## config.mk

```make
export PLATFORM = sky130hd
export DESIGN_NAME = scan_bus_bridge
export DESIGN_NICKNAME = d
export VERILOG_FILES = /design/src/rtl/scan_bus_bridge_pkg.sv /design/src/rtl/scan_addr_decode.sv /design/src/rtl/scan_bus_bridge.sv
export SDC_FILE = /design/constraint.sdc
export NUM_CORES = 1
export LEC_CHECK = 0
export ABC_AREA = 1
export CAP_MARGIN = 10
export CORE_MARGIN = 2
export CORE_UTILIZATION = 60
export DETAILED_ROUTE_END_ITERATION = 10
export DONT_BUFFER_PORTS = 1
export GPL_TIMING_DRIVEN = 0
export HOLD_SLACK_MARGIN = 0.1
export PLACE_DENSITY = 0.87
export SLEW_MARGIN = 20
export SYNTH_ARGS = -nofsm -noshare
export SYNTH_HDL_FRONTEND = slang
export SYNTH_SLANG_ARGS = --single-unit
```

## constraint.sdc

```tcl
create_clock -name clk -period 3.1 [get_ports clk]
set_input_delay 0.31 -clock clk [delete_from_list [all_inputs] [get_ports clk]]
set_output_delay 0.31 -clock clk [all_outputs]
set_load 0.05 [all_outputs]
```

## src/rtl/scan_bus_bridge_pkg.sv

```systemverilog
// Shared types and helpers for the scan-command-to-bus bridge.
package scan_bus_bridge_pkg;

  // Response error codes returned to the scan chain.
  typedef enum logic [1:0] {
    ERR_OK      = 2'd0,
    ERR_DECODE  = 2'd1,
    ERR_TIMEOUT = 2'd2,
    ERR_ILLEGAL = 2'd3
  } err_e;

  // Bridge sequencing states.
  typedef enum logic [2:0] {
    ST_IDLE   = 3'd0,
    ST_DECODE = 3'd1,
    ST_REQ    = 3'd2,
    ST_GAP    = 3'd3,
    ST_RESP   = 3'd4
  } state_e;

  // Width of a target select field; never narrower than one bit.
  function automatic int sel_w(input int n);
    return (n < 2) ? 1 : $clog2(n);
  endfunction

endpackage

```

## src/rtl/scan_addr_decode.sv

```systemverilog
// Splits a global command address into target select, local address and
// a decode-error flag. Purely combinational.
module scan_addr_decode
  import scan_bus_bridge_pkg::*;
#(
  parameter int ADDR_W = 16,
  parameter int TGT_AW = 11,
  parameter int N_TGT  = 4,
  parameter int SEL_W  = sel_w(N_TGT)
) (
  input  logic [ADDR_W-1:0] addr_i,
  output logic [SEL_W-1:0]  sel_o,
  output logic [TGT_AW-1:0] local_addr_o,
  output logic              dec_err_o
);

  localparam logic [SEL_W:0] NTGT_L = (SEL_W + 1)'(N_TGT);

  logic midNonZero;

  assign sel_o        = addr_i[ADDR_W-1 -: SEL_W];
  assign local_addr_o = addr_i[TGT_AW-1:0];

  // OR together the bits between the select field and the local address;
  // any of them set means the address falls in an unmapped hole.
  always_comb begin
    midNonZero = 1'b0;
    for (int i = TGT_AW; i < ADDR_W - SEL_W; i++) begin
      midNonZero = midNonZero | addr_i[i];
    end
  end

  assign dec_err_o = midNonZero | ({1'b0, sel_o} >= NTGT_L);

endmodule

```

## src/rtl/scan_bus_bridge.sv

```systemverilog
// Scan-command-to-bus bridge: accepts one command per scan load, runs a
// single access, fill-write burst or checksum-read burst on one of N_TGT
// ready-handshaked targets, and returns a response word with error code.
module scan_bus_bridge
  import scan_bus_bridge_pkg::*;
#(
  parameter int DATA_W  = 16,
  parameter int ADDR_W  = 16,
  parameter int N_TGT   = 4,
  parameter int TGT_AW  = 11,
  parameter int BURST_W = 4,
  parameter int TIMEOUT = 255
) (
  input  logic                    clk,
  input  logic                    rst,
  input  logic                    cmd_valid,
  input  logic                    cmd_wen,
  input  logic                    cmd_ren,
  input  logic [ADDR_W-1:0]       cmd_addr,
  input  logic [DATA_W-1:0]       cmd_wdata,
  input  logic [BURST_W-1:0]      cmd_len,
  output logic                    cmd_busy,
  output logic                    cmd_ovf,
  output logic                    rsp_valid,
  output logic [DATA_W-1:0]       rsp_rdata,
  output logic [1:0]              rsp_err,
  output logic [N_TGT-1:0]        tgt_ren,
  output logic [N_TGT-1:0]        tgt_wen,
  output logic [TGT_AW-1:0]       tgt_addr,
  output logic [DATA_W-1:0]       tgt_wdata,
  input  logic [N_TGT*DATA_W-1:0] tgt_rdata,
  input  logic [N_TGT-1:0]        tgt_ready
);

  localparam int SEL_W = sel_w(N_TGT);
  localparam int TO_W  = $clog2(TIMEOUT + 1);
  localparam logic [TO_W-1:0] TO_LAST = TO_W'(TIMEOUT - 1);

  state_e               state_q, state_d;
  logic                 wen_q, wen_d;
  logic                 ren_q, ren_d;
  logic [DATA_W-1:0]    wdata_q, wdata_d;
  logic [BURST_W-1:0]   left_q, left_d;
  logic [SEL_W-1:0]     sel_q, sel_d;
  logic [TGT_AW-1:0]    addr_q, addr_d;
  err_e                 err_q, err_d;
  logic [TO_W-1:0]      to_q, to_d;
  logic [DATA_W-1:0]    sum_q, sum_d;
  logic [DATA_W-1:0]    rdata_q, rdata_d;
  err_e                 rsperr_q, rsperr_d;
  logic                 ovf_q, ovf_d;

  logic [SEL_W-1:0]     decSel;
  logic [TGT_AW-1:0]    decLocal;
  logic                 decErr;
  logic [DATA_W-1:0]    rdataSel;
  logic                 readySel;
  logic [DATA_W-1:0]    beatSum;

  scan_addr_decode #(
    .ADDR_W (ADDR_W),
    .TGT_AW (TGT_AW),
    .N_TGT  (N_TGT),
    .SEL_W  (SEL_W)
  ) u_decode (
    .addr_i       (cmd_addr),
    .sel_o        (decSel),
    .local_addr_o (decLocal),
    .dec_err_o    (decErr)
  );

  // Pick the ready and read data of the captured target only.
  always_comb begin
    rdataSel = '0;
    readySel = 1'b0;
    for (int i = 0; i < N_TGT; i++) begin
      if (sel_q == SEL_W'(i)) begin
        rdataSel = tgt_rdata[i*DATA_W +: DATA_W];
        readySel = tgt_ready[i];
      end
    end
  end

  assign beatSum = sum_q + rdataSel;

  // Next-state logic: command capture, beat sequencing, timeout and checksum.
  always_comb begin
    state_d  = state_q;
    wen_d    = wen_q;
    ren_d    = ren_q;
    wdata_d  = wdata_q;
    left_d   = left_q;
    sel_d    = sel_q;
    addr_d   = addr_q;
    err_d    = err_q;
    to_d     = to_q;
    sum_d    = sum_q;
    rdata_d  = rdata_q;
    rsperr_d = rsperr_q;
    ovf_d    = ovf_q | (cmd_valid & (state_q != ST_IDLE));

    case (state_q)
      ST_IDLE: begin
        if (cmd_valid) begin
          wen_d   = cmd_wen;
          ren_d   = cmd_ren;
          wdata_d = cmd_wdata;
          left_d  = cmd_len;
          sel_d   = decSel;
          addr_d  = decLocal;
          sum_d   = '0;
          if (cmd_wen == cmd_ren) begin
            err_d = ERR_ILLEGAL;
          end else if (decErr) begin
            err_d = ERR_DECODE;
          end else begin
            err_d = ERR_OK;
          end
          state_d = ST_DECODE;
        end
      end

      ST_DECODE: begin
        to_d = '0;
        if (err_q != ERR_OK) begin
          rsperr_d = err_q;
          rdata_d  = '0;
          state_d  = ST_RESP;
        end else begin
          state_d = ST_REQ;
        end
      end

      ST_REQ: begin
        if (readySel) begin
          if (ren_q) begin
            sum_d = beatSum;
          end
          if (left_q == '0) begin
            rsperr_d = ERR_OK;
            rdata_d  = ren_q ? beatSum : '0;
            state_d  = ST_RESP;
          end else begin
            left_d  = left_q - 1'b1;
            addr_d  = addr_q + 1'b1;
            state_d = ST_GAP;
          end
        end else if (to_q == TO_LAST) begin
          rsperr_d = ERR_TIMEOUT;
          rdata_d  = ren_q ? sum_q : '0;
          state_d  = ST_RESP;
        end else begin
          to_d = to_q + 1'b1;
        end
      end

      ST_GAP: begin
        to_d    = '0;
        state_d = ST_REQ;
      end

      ST_RESP: begin
        state_d = ST_IDLE;
      end

      default: begin
        state_d = ST_IDLE;
      end
    endcase
  end

  // State and datapath registers with synchronous reset.
  always_ff @(posedge clk) begin
    if (rst) begin
      state_q  <= ST_IDLE;
      wen_q    <= 1'b0;
      ren_q    <= 1'b0;
      wdata_q  <= '0;
      left_q   <= '0;
      sel_q    <= '0;
      addr_q   <= '0;
      err_q    <= ERR_OK;
      to_q     <= '0;
      sum_q    <= '0;
      rdata_q  <= '0;
      rsperr_q <= ERR_OK;
      ovf_q    <= 1'b0;
    end else begin
      state_q  <= state_d;
      wen_q    <= wen_d;
      ren_q    <= ren_d;
      wdata_q  <= wdata_d;
      left_q   <= left_d;
      sel_q    <= sel_d;
      addr_q   <= addr_d;
      err_q    <= err_d;
      to_q     <= to_d;
      sum_q    <= sum_d;
      rdata_q  <= rdata_d;
      rsperr_q <= rsperr_d;
      ovf_q    <= ovf_d;
    end
  end

  // Strobes are one-hot on the captured target, and only while in REQ.
  always_comb begin
    tgt_wen = '0;
    tgt_ren = '0;
    if (state_q == ST_REQ) begin
      for (int i = 0; i < N_TGT; i++) begin
        if (sel_q == SEL_W'(i)) begin
          tgt_wen[i] = wen_q;
          tgt_ren[i] = ren_q;
        end
      end
    end
  end

  assign tgt_addr  = addr_q;
  assign tgt_wdata = wdata_q;
  assign cmd_busy  = (state_q != ST_IDLE);
  assign cmd_ovf   = ovf_q;
  assign rsp_valid = (state_q == ST_RESP);
  assign rsp_rdata = rdata_q;
  assign rsp_err   = rsperr_q;

endmodule

```

==> results of run 1 <==
==> power by group through the flow <==
stage	Combinational (W)	Clock, W	Sequential (W)
after floorplan	0.00247	0	0.00213
after global placement	0.00301	0	0.00219
after detailed placement	0.00314	0	0.00221
after CTS	0.00316	0.000797	0.00218
after global routing	0.00365	0.000846	0.00222
final	0.00329	0.000799	0.00219
==> worst max-delay path by stage <==
stage,from,end,slack [ns],cells after the start
2_1_floorplan,sel_q[1]$_SDFFE_PP0P_,rsp_rdata[7]$_SDFFE_PP0P_,0.38,19
3_3_place_gp,sel_q[1]$_SDFFE_PP0P_,rsp_rdata[11]$_SDFFE_PP0P_,-0.21,20
3_5_place_dp,sel_q[1]$_SDFFE_PP0P_,rsp_rdata[11]$_SDFFE_PP0P_,-0.33,20
4_1_cts,state_q[1]$_SDFFE_PP0P_,tgt_wen[2],0.008,7
5_1_grt,state_q[1]$_SDFFE_PP0P_,tgt_wen[0],-0.11,7
6_report,state_q[1]$_SDFFE_PP0P_,tgt_wen[0],-0.02,7
==> Yosys cell counts (all sizes together) <==
master | n | area [µm²]
nand2 | 215 | 834.6
dfxtp | 83 | 1662
inv | 80 | 310.3
a21oi | 79 | 399.1
nor2 | 79 | 345.3
o21ai | 72 | 360.3
nand3 | 59 | 347.8
ha | 22 | 275.3
clkbuf | 20 | 75.07
buf | 15 | 113.9
nor3 | 12 | 60.06
a31oi | 11 | 68.82
a221oi | 8 | 70.07
nand4 | 7 | 43.79
o22ai | 7 | 43.79
or2 | 7 | 43.79
nand3b | 5 | 37.54
o211ai | 5 | 42.54
xor2 | 5 | 43.79
xnor2 | 4 | 35.03
a211oi | 2 | 15.01
and2 | 2 | 12.51
clkinv | 2 | 7.510
o21a | 2 | 15.01
fa | 1 | 20.02
nor3b | 1 | 7.510
==> layout make-up <==
class	instances	area [µm²]	area share, %
diodes	2	5.005	0.08776
plain buffers	34	190.2	3.335
clock buffers	10	137.6	2.413
clock inverters	5	62.56	1.097
inverters	82	321.6	5.638
multi-input cells	605	3174	55.66
flip-flops and latches	83	1662	29.14
well taps	108	135.1	2.369
repair buffers	2	15.01	0.2633
==> critical path: cells and delay by family (launching register included) <==
family / cells / cell delay, ns
buf+inv: 4 / 0.89
simple gates: 3 / 1.26
flops: 1 / 0.31
==> metrics by stage <==
stage          area [µm²]  std cells  setup TNS, ns
2_1_floorplan        5290        805              0
3_3_place_gp         5425        913        -0.9537
3_5_place_dp         5430        913         -2.430
4_1_cts              5629        927              0
5_1_grt              5703        931        -0.3518
6_report             5703        931       -0.05838
==> metal layers <==
layer  up-vias  GRT usage (%)  wire [µm]  part of all wire [%]
met5         -              0          0                     0
met4         0          16.88        777                   5.0
met1      2542          34.32       6131                    39
li1       2696              -          -                     -
met2       245          56.16       7691                    49
met3        59          7.516       1034                   6.6
==> timing repair <==
action | 4_1_cts | 5_1_grt
endpoints found under the setup margin | 22 | 25
pin swaps | 0 | 2
setup buffers | 0 | 2
hold buffers | 0 | 0
gates resized for setup | 2 | 22
==> registers in the layout, summed over array words and instances (netlist names) <==
| name | cells |
|---|---|
| tgt_wdata | 16 |
| left_q | 4 |
| rsp_err | 2 |
| ren_q | 1 |
| sum_q | 16 |
| state_q | 3 |
| rsp_rdata | 16 |
| cmd_ovf | 1 |
| wen_q | 1 |
| sel_q | 2 |
| err_q | 2 |
| to_q | 8 |
| tgt_addr | 11 |
==> cells by family (layout without fill, tap and decap cells) <==
logic type      count (synthesis)  after routing
other cells                     0              2
fa+ha+maj                      23             23
simple gates                  387            387
compound gates                186            186
xor+xnor                        9              9
buf+inv                       117            133
flops                          83             83
==> results.sh, run 1 <==
export IMPL_drtPass1Iterations=6
export IMPL_path_cells="buf_4, inv_2, nor2_8, buf_4, clkbuf_1, nand2_1, nor2_1"
export IMPL_syn_instance_count=805
export IMPL_finalHoldViolations=0
export IMPL_pre_cts_ws_ns=-0.3272
export IMPL_hold_path_class="primary input to flip-flop"
export IMPL_viasPerCell=5.953
export IMPL_cellPowerDensity_nw_per_um2=1101
export IMPL_clkTransAtPathRegs_ns=0.08
export IMPL_die_h_um=97.90
export IMPL_outcome="complete, but fails checks"
export IMPL_ir_drop_uv=600.9
export IMPL_end_kind="output pin"
export IMPL_p_sw_w=0.003447
export IMPL_nFillCells=773
export IMPL_cap_violations=0
export IMPL_period_needed_ns=3.122
export IMPL_overflow=0
export IMPL_synth_top_family_by_area="simple AND/OR/NAND/NOR gates"
export IMPL_fin_util_pct=66.04
export IMPL_worstHoldPathCells=2
export IMPL_slew_headroom_pct=37.62
export IMPL_total_power_w=0.006278
export IMPL_synth_simple_area_share_pct=32.76
export IMPL_crit_type="flip-flop to output pin"
export IMPL_synthMuxAreaShare_pct=0
export IMPL_clockPowerShare_pct=12.7
export IMPL_power_frac_comb_pct=52.4
export IMPL_drtIter0Drc=358
export IMPL_grt_pass1_wl_um=24540
export IMPL_synth_fp_nets=937
export IMPL_cts_tree="done"
export IMPL_post_route_period_util_pct=100.7
export IMPL_synth_compound_area_share_pct=19.18
export IMPL_crit_top_cell="buf_4"
export IMPL_hold_start="cmd_addr[1]"
export IMPL_holdWs_ns=0.1076
export IMPL_p_leak_nw=2.522
export IMPL_hold_path_endpoint="tgt_addr[1]$_SDFFE_PP0P_"
export IMPL_wirelength_um=15630
export IMPL_clock_root_buffer="clkbuf_8"
export IMPL_netlist_cell_type_count=42
export IMPL_max_stage_delay_ns=0.77
export IMPL_die_x_um=97.90
export IMPL_power_internal_w=0.002830
export IMPL_start_kind="flip-flop"
export IMPL_netlist_area_um2=5290
export IMPL_grt_max_degree=15
export IMPL_finalMaxSlewViolations=0
export IMPL_synth_xor_area_share_pct=1.490
export IMPL_swShare_pct=54.91
export IMPL_r2r_cells=16
export IMPL_grt_usage_pct=31.47
export IMPL_p_seq_share_pct=34.8
export IMPL_wire_per_inst_um=16.79
export IMPL_worstSkewPairLatency_ns=0.36
export IMPL_synth_area_per_cell_um2=6.572
export IMPL_htreeDepth=3
export IMPL_drive_gt1_share_pct=9.257
export IMPL_skew_ns=0.01009
export IMPL_syn2layout_area_growth_pct=7.805
export IMPL_core_um2=8636
export IMPL_crit_arrival_ns=2.81
export IMPL_grt_pass1_vias=5401
export IMPL_dp_hpwl_um=12160
export IMPL_reg2reg_from="sel_q[1]$_SDFFE_PP0P_"
export IMPL_synth_fa_ha_area_share_pct=5.582
export IMPL_placement_rows=34
export IMPL_layout_commonest_cell="nand2_1"
export IMPL_numCtsBuffers=9
export IMPL_num_vias=5542
export IMPL_final_nets=949
export IMPL_gp_congestion=0.9281
export IMPL_cts_buffer_depth=2
export IMPL_clock_sinks=83
export IMPL_rr_endpoint="rsp_rdata[7]$_SDFFE_PP0P_"
export IMPL_yosysWarningCount=0
export IMPL_drc_errors=0
export IMPL_ant_nets=0
export IMPL_r2r_slack_ns=0.11
export IMPL_cp_max_fo=10
export IMPL_initial_core_util_pct=61.26
export IMPL_rsz0062_at_grt="yes"
export IMPL_setup_viol=3
export IMPL_most_common_layout_cells="nand2_1, dfxtp_1, a21oi_1"
export IMPL_antenna_found_initial=2
export IMPL_dieArea_um2=9583
export IMPL_violations="negative setup slack"
export IMPL_tightest_slew_ns=0.9322
export IMPL_numPortBuffers=0
export IMPL_fmax_mhz=320.3
export IMPL_ios=165
export IMPL_yosys_register_bits=83
export IMPL_critPathSlowestCell="nor2_1"
export IMPL_worstPathRequired_ns=2.79
export IMPL_layout_setup_ws_ns=-0.02216
export IMPL_ys_seq_area_share_pct=31.41
(Power assumes the default switching activity.)
==> run 2, diff against run 1 <==
--- a/config.mk
+++ b/config.mk
@@ -14,6 +14,7 @@
 export GPL_TIMING_DRIVEN = 0
 export HOLD_SLACK_MARGIN = 0.1
 export PLACE_DENSITY = 0.87
+export REMOVE_ABC_BUFFERS = 1
 export SLEW_MARGIN = 20
 export SYNTH_ARGS = -nofsm -noshare
 export SYNTH_HDL_FRONTEND = slang
==> run 2 against run 1 <==
  * The flow now finishes without violations
  * Design area grew 0.75%
  * Combinational power shrank 7.9%
  * Critical path depth grew 9
  * Setup slack gained 0.24 ns
  * Non-clock buffer count shrank 16
==> results.sh, run 2 (same netlist as run 1, synthesis figures left out) <==
export IMPL_outcome="finished clean"
export IMPL_num_vias=5491
export IMPL_numCtsBuffers=9
export IMPL_slew_headroom_pct=39.68
export IMPL_gp_congestion=0.9358
export IMPL_drtIter0Drc=258
export IMPL_initial_core_util_pct=61.26
export IMPL_most_common_layout_cells="nand2_1, dfxtp_1, a21oi_1"
export IMPL_skew_ns=0.01619
export IMPL_tightest_slew_ns=0.9014
export IMPL_cellPowerDensity_nw_per_um2=1090
export IMPL_fmax_mhz=347.2
export IMPL_start_kind="flip-flop"
export IMPL_nFillCells=768
export IMPL_drtPass1Iterations=5
export IMPL_drive_gt1_share_pct=7.931
export IMPL_wirelength_um=15300
export IMPL_cts_tree="done"
export IMPL_finalHoldViolations=0
export IMPL_drc_errors=0
export IMPL_crit_arrival_ns=3.18
export IMPL_p_seq_share_pct=35.8
export IMPL_ant_nets=0
export IMPL_final_nets=934
export IMPL_antenna_found_initial=0
export IMPL_p_sw_w=0.003394
export IMPL_finalMaxSlewViolations=0
export IMPL_worstHoldPathCells=2
export IMPL_setup_viol=0
export IMPL_dp_hpwl_um=10750
export IMPL_worstPathRequired_ns=3.40
export IMPL_crit_type="flip-flop to flip-flop"
export IMPL_critPathSlowestCell="fa_1"
export IMPL_grt_pass1_wl_um=24720
export IMPL_path_cells="buf_12, nor2_8, a221oi_1, nand2_1, o21ai_0, inv_1, ha_1, inv_1, fa_1, o21ai_0, nand3_1, nand4_1, nand3_1, nand2_1, nand2_1, a21oi_1"
export IMPL_wire_per_inst_um=16.72
export IMPL_grt_max_degree=46
export IMPL_grt_usage_pct=31.33
export IMPL_syn2layout_area_growth_pct=8.609
export IMPL_clock_sinks=83
export IMPL_end_kind="flip-flop"
export IMPL_rr_endpoint="rsp_rdata[12]$_SDFFE_PP0P_"
export IMPL_reg2reg_from="sel_q[1]$_SDFFE_PP0P_"
export IMPL_overflow=0
export IMPL_antenna_diode_count=0
export IMPL_cap_violations=0
export IMPL_p_leak_nw=2.537
export IMPL_worstSkewPairLatency_ns=0.37
export IMPL_dieArea_um2=9583
export IMPL_layout_commonest_cell="nand2_1"
export IMPL_numPortBuffers=0
export IMPL_tns_ns=0
export IMPL_r2r_slack_ns=0.22
export IMPL_clock_root_buffer="clkbuf_8"
export IMPL_power_frac_comb_pct=48.4
export IMPL_cts_buffer_depth=2
export IMPL_ir_drop_uv=674.0
export IMPL_holdWs_ns=0.1067
export IMPL_core_um2=8636
export IMPL_crit_top_cell="nand2_1"
export IMPL_power_internal_w=0.002867
export IMPL_swShare_pct=54.21
export IMPL_viasPerCell=6.001
export IMPL_clockPowerShare_pct=15.8
export IMPL_hold_path_class="primary input to flip-flop"
export IMPL_period_needed_ns=2.880
export IMPL_cp_max_fo=9
export IMPL_post_route_period_util_pct=92.91
export IMPL_die_h_um=97.90
export IMPL_htreeDepth=3
export IMPL_startpoint="sel_q[1]$_SDFFE_PP0P_"
export IMPL_hold_start="cmd_addr[5]"
export IMPL_fin_util_pct=66.53
export IMPL_die_x_um=97.90
export IMPL_placement_rows=34
export IMPL_ios=165
export IMPL_clkTransAtPathRegs_ns=0.10
export IMPL_r2r_cells=16
export IMPL_crit_end="rsp_rdata[12]$_SDFFE_PP0P_"
export IMPL_grt_pass1_vias=5441
export IMPL_max_stage_delay_ns=0.43
run 2: cell types whose count changed in the layout (fill, tap and decap cells not counted), moves of 3 or more:
cell / change
buf_4: -3
nand2_2: -3
buf_6: -3
dlygate4sd3_1: +13
nand2_1: +4
clkbuf_1: -17
buf_2: -4
run 2: timing repair:
item                                    CTS  global route
buffers inserted                          1             5
hold endpoints to repair                 46             0
pin swaps                                 0             1
endpoints found under the setup margin   29            21
cloned                                    0             1
hold buffers                             14             0
gates resized for setup                   6             8
run 2: worst min path at each step:
stage,end,slack [ns]
finish,tgt_addr[5]$_SDFFE_PP0P_,0.11
global route,tgt_wdata[14]$_SDFFE_PP0P_,0.10
CTS,tgt_wdata[15]$_SDFFE_PP0P_,0.10
detailed placement,tgt_addr[0]$_SDFFE_PP0P_,0.38
global placement,rsp_rdata[4]$_SDFFE_PP0P_,0.38
floorplan,rsp_rdata[4]$_SDFFE_PP0P_,0.37
run 2: layer usage:
metal / up-vias / GRT usage [%] / routed length, µm / share of wire (%)
met5: - / 0 / 0 / 0
li1: 2659 / - / - / -
met2: 232 / 57.64 / 7765 / 51
met4: 0 / 11.43 / 301 / 2.0
met3: 29 / 6.872 / 1065 / 7.0
met1: 2571 / 35.33 / 6169 / 40
run 2: layout make-up:
| class | count | area (µm²) | share of cell area (%) |
|---|---|---|---|
| clock buffers | 10 | 137.6 | 2.395 |
| clock inverters | 6 | 112.6 | 1.960 |
| inverters | 82 | 326.6 | 5.684 |
| multi-input cells | 606 | 3157 | 54.94 |
| flip-flops and latches | 83 | 1669 | 29.05 |
| well taps | 108 | 135.1 | 2.352 |
| repair buffers | 20 | 207.7 | 3.615 |
run 2: per-stage QoR:
stage               instances  total power, W  setup WS (ns)  cell area (µm²)
finish                    915        0.006262         0.2199             5746
global route              915        0.006747       -0.01596             5746
CTS                       909        0.006129        0.01660             5665
detailed placement        878        0.005097        -0.7041             5241
global placement          878        0.004961        -0.5472             5236
floorplan                 770        0.004402        0.09750             5101
run 2: critical path: cells and delay by family (launching register included):
family / cells / cell delay, ns
AOI/OAI and AO/OA: 4 / 0.72
buffers and inverters: 3 / 0.31
DFF: 1 / 0.40
and+or+nand+nor: 7 / 0.77
adders and majority gates: 2 / 0.63
run 2: power groups by stage:
stage	registers, W	logic, W	clock network (W)
after floorplan	0.00216	0.00224	0
after global placement	0.00223	0.00273	0
after detailed placement	0.00225	0.00285	0
after CTS	0.00223	0.00291	0.000990
final	0.00224	0.00303	0.000987
after global routing	0.00228	0.00343	0.00104
==> run 3, diff against run 2 <==
--- a/config.mk
+++ b/config.mk
@@ -8,12 +8,12 @@
 export ABC_AREA = 1
 export CAP_MARGIN = 10
 export CORE_MARGIN = 2
-export CORE_UTILIZATION = 60
+export CORE_UTILIZATION = 59
 export DETAILED_ROUTE_END_ITERATION = 10
 export DONT_BUFFER_PORTS = 1
 export GPL_TIMING_DRIVEN = 0
 export HOLD_SLACK_MARGIN = 0.1
-export PLACE_DENSITY = 0.87
+export PLACE_DENSITY = 0.86
 export REMOVE_ABC_BUFFERS = 1
 export SLEW_MARGIN = 20
 export SYNTH_ARGS = -nofsm -noshare
==> constraint.sdc (replaced) <==
create_clock -name clk -period 3.1 [get_ports clk]
set_input_delay 0.155 -clock clk [delete_from_list [all_inputs] [get_ports clk]]
set_output_delay 0.155 -clock clk [all_outputs]
set_load 0.05 [all_outputs]
==> run 3 against run 2 <==
  * Clock skew fell by 0.0030 ns
  * Clock power shrank 12%
  * Design area up 4.7%
  * Highest routed layer unchanged
  * Via count is 4.0% higher
==> results.sh, run 3 (same netlist as run 1, synthesis figures left out) <==
export IMPL_viasPerCell=6.047
export IMPL_crit_end="rsp_rdata[11]$_SDFFE_PP0P_"
export IMPL_finalHoldViolations=0
export IMPL_period_needed_ns=2.953
export IMPL_dp_hpwl_um=10790
export IMPL_numPortBuffers=0
export IMPL_power_frac_comb_pct=50.2
export IMPL_die_x_um=98.69
export IMPL_overflow=0
export IMPL_skew_ns=0.01315
export IMPL_placement_rows=34
export IMPL_worstPathRequired_ns=3.35
export IMPL_syn2layout_area_growth_pct=13.77
export IMPL_antenna_diode_count=0
export IMPL_grt_usage_pct=31.97
export IMPL_numCtsBuffers=9
export IMPL_p_seq_share_pct=35.9
export IMPL_tightest_slew_ns=0.9168
export IMPL_clock_sinks=83
export IMPL_gp_congestion=0.8980
export IMPL_power_internal_w=0.002825
export IMPL_rr_endpoint="rsp_rdata[11]$_SDFFE_PP0P_"
export IMPL_wire_per_inst_um=17.11
export IMPL_end_kind="flip-flop"
export IMPL_clock_root_buffer="clkbuf_8"
export IMPL_tns_ns=0
export IMPL_fin_util_pct=69.01
export IMPL_cts_buffer_depth=2
export IMPL_setup_viol=0
export IMPL_reg2reg_from="sel_q[1]$_SDFFE_PP0P_"
export IMPL_dieArea_um2=9740
export IMPL_r2r_cells=15
export IMPL_startpoint="sel_q[1]$_SDFFE_PP0P_"
export IMPL_dr_wl_met2_um=7978
export IMPL_antenna_found_initial=0
export IMPL_worstSkewPairLatency_ns=0.37
export IMPL_p_sw_w=0.003446
export IMPL_wl_met1_um=6314
export IMPL_clockPowerShare_pct=13.9
export IMPL_hold_path_class="primary input to flip-flop"
export IMPL_rsz0062_at_grt="yes"
export IMPL_most_common_layout_cells="nand2_1, dfxtp_1, a21oi_1"
export IMPL_r2r_slack_ns=0.15
export IMPL_start_kind="flip-flop"
export IMPL_grt_pass1_vias=5671
export IMPL_slew_headroom_pct=38.73
export IMPL_ios=165
export IMPL_cts_tree="done"
export IMPL_cp_max_fo=11
export IMPL_crit_type="flip-flop to flip-flop"
export IMPL_final_nets=963
export IMPL_grt_max_degree=47
export IMPL_post_route_period_util_pct=95.25
export IMPL_htreeDepth=3
export IMPL_highest_layer="met4"
export IMPL_crit_arrival_ns=3.20
export IMPL_core_um2=8721
export IMPL_total_power_w=0.006271
export IMPL_wirelength_um=16160
export IMPL_clkTransAtPathRegs_ns=0.09
export IMPL_outcome="finished clean"
export IMPL_ant_nets=0
export IMPL_fmax_mhz=338.7
export IMPL_die_h_um=98.69
export IMPL_drtPass1Iterations=6
export IMPL_swShare_pct=54.95
export IMPL_drtIter0Drc=354
export IMPL_cap_violations=0
export IMPL_layout_commonest_cell="nand2_1"
export IMPL_p_leak_nw=2.625
export IMPL_num_vias=5708
export IMPL_cellPowerDensity_nw_per_um2=1042
export IMPL_drive_gt1_share_pct=8.134
export IMPL_initial_core_util_pct=60.66
export IMPL_wl_met3_um=1314
export IMPL_finalMaxSlewViolations=0
export IMPL_drc_errors=0
export IMPL_ir_drop_uv=597.0
export IMPL_grt_pass1_wl_um=25630
-- run 3: how the worst min path moves through the flow --
stage | endpoint | startpoint | slack [ns] | cells after the start
3_3_place_gp | tgt_wdata[2]$_SDFFE_PP0P_ | rst | 0.23 | 1
5_1_grt | tgt_addr[10]$_SDFFE_PP0P_ | cmd_addr[10] | 0.16 | 4
6_report | tgt_addr[10]$_SDFFE_PP0P_ | cmd_addr[10] | 0.11 | 4
2_1_floorplan | rsp_rdata[4]$_SDFFE_PP0P_ | rst | 0.22 | 1
4_1_cts | tgt_addr[10]$_SDFFE_PP0P_ | cmd_addr[10] | 0.11 | 4
3_5_place_dp | rsp_rdata[4]$_SDFFE_PP0P_ | rst | 0.24 | 1
-- run 3: layout make-up --
class,count,area (µm²)
Inverter,82,326.6
Fill cell,712,2703
Clock buffer,10,127.6
Sequential cell,83,1669
Timing Repair Buffer,49,495.5
Tap cell,108,135.1
Clock inverter,6,90.09
Multi-Input combinational cell,606,3174
-- run 3: stage by stage --
step,hold WS [ns],area (µm²),worst slack (ns),std cells
floorplan,0.2174,5101,0.09750,770
global placement,0.2318,5236,-0.5368,878
detailed placement,0.2357,5241,-0.6679,878
CTS,0.1087,5921,0.02497,938
global route,0.1644,6018,-0.02823,944
finish,0.1086,6018,0.1471,944
-- run 3: layer usage --
| layer | GRT usage, % | up-vias |
|---|---|---|
| met5 | 0 | - |
| met3 | 7.943 | 51 |
| met4 | 12.43 | 0 |
| met1 | 35.36 | 2617 |
| met2 | 58.66 | 319 |
| li1 | - | 2721 |
-- run 3: power groups by stage --
stage	registers, W	logic [W]	clock network, W
after floorplan	0.00216	0.00224	0
after global placement	0.00224	0.00272	0
after detailed placement	0.00225	0.00284	0
after CTS	0.00224	0.00297	0.000862
after global routing	0.00229	0.00354	0.000907
final	0.00225	0.00315	0.000872
-- run 3: timing repair --
action                     4_1_cts  5_1_grt
pin swaps                        0        1
gates cloned                     0        1
hold buffers                    42        0
resized for setup                6       11
setup endpoints to repair       29       24
setup buffers                    2        5
hold endpoints to repair        56        0
-- run 3: worst max-delay path: stages (launching register included) --
cell	delay [ns]
dfxtp_4	0.38
buf_12	0.13
nor2_4	0.24
clkinv_2	0.23
o22ai_1	0.15
o21ai_0	0.16
ha_1	0.41
nand2_1	0.12
nor2_1	0.12
nand3_1	0.07
nand2_1	0.17
nand3_1	0.12
nand3_1	0.08
nand2_1	0.11
o21ai_0	0.22
a21oi_1	0.09
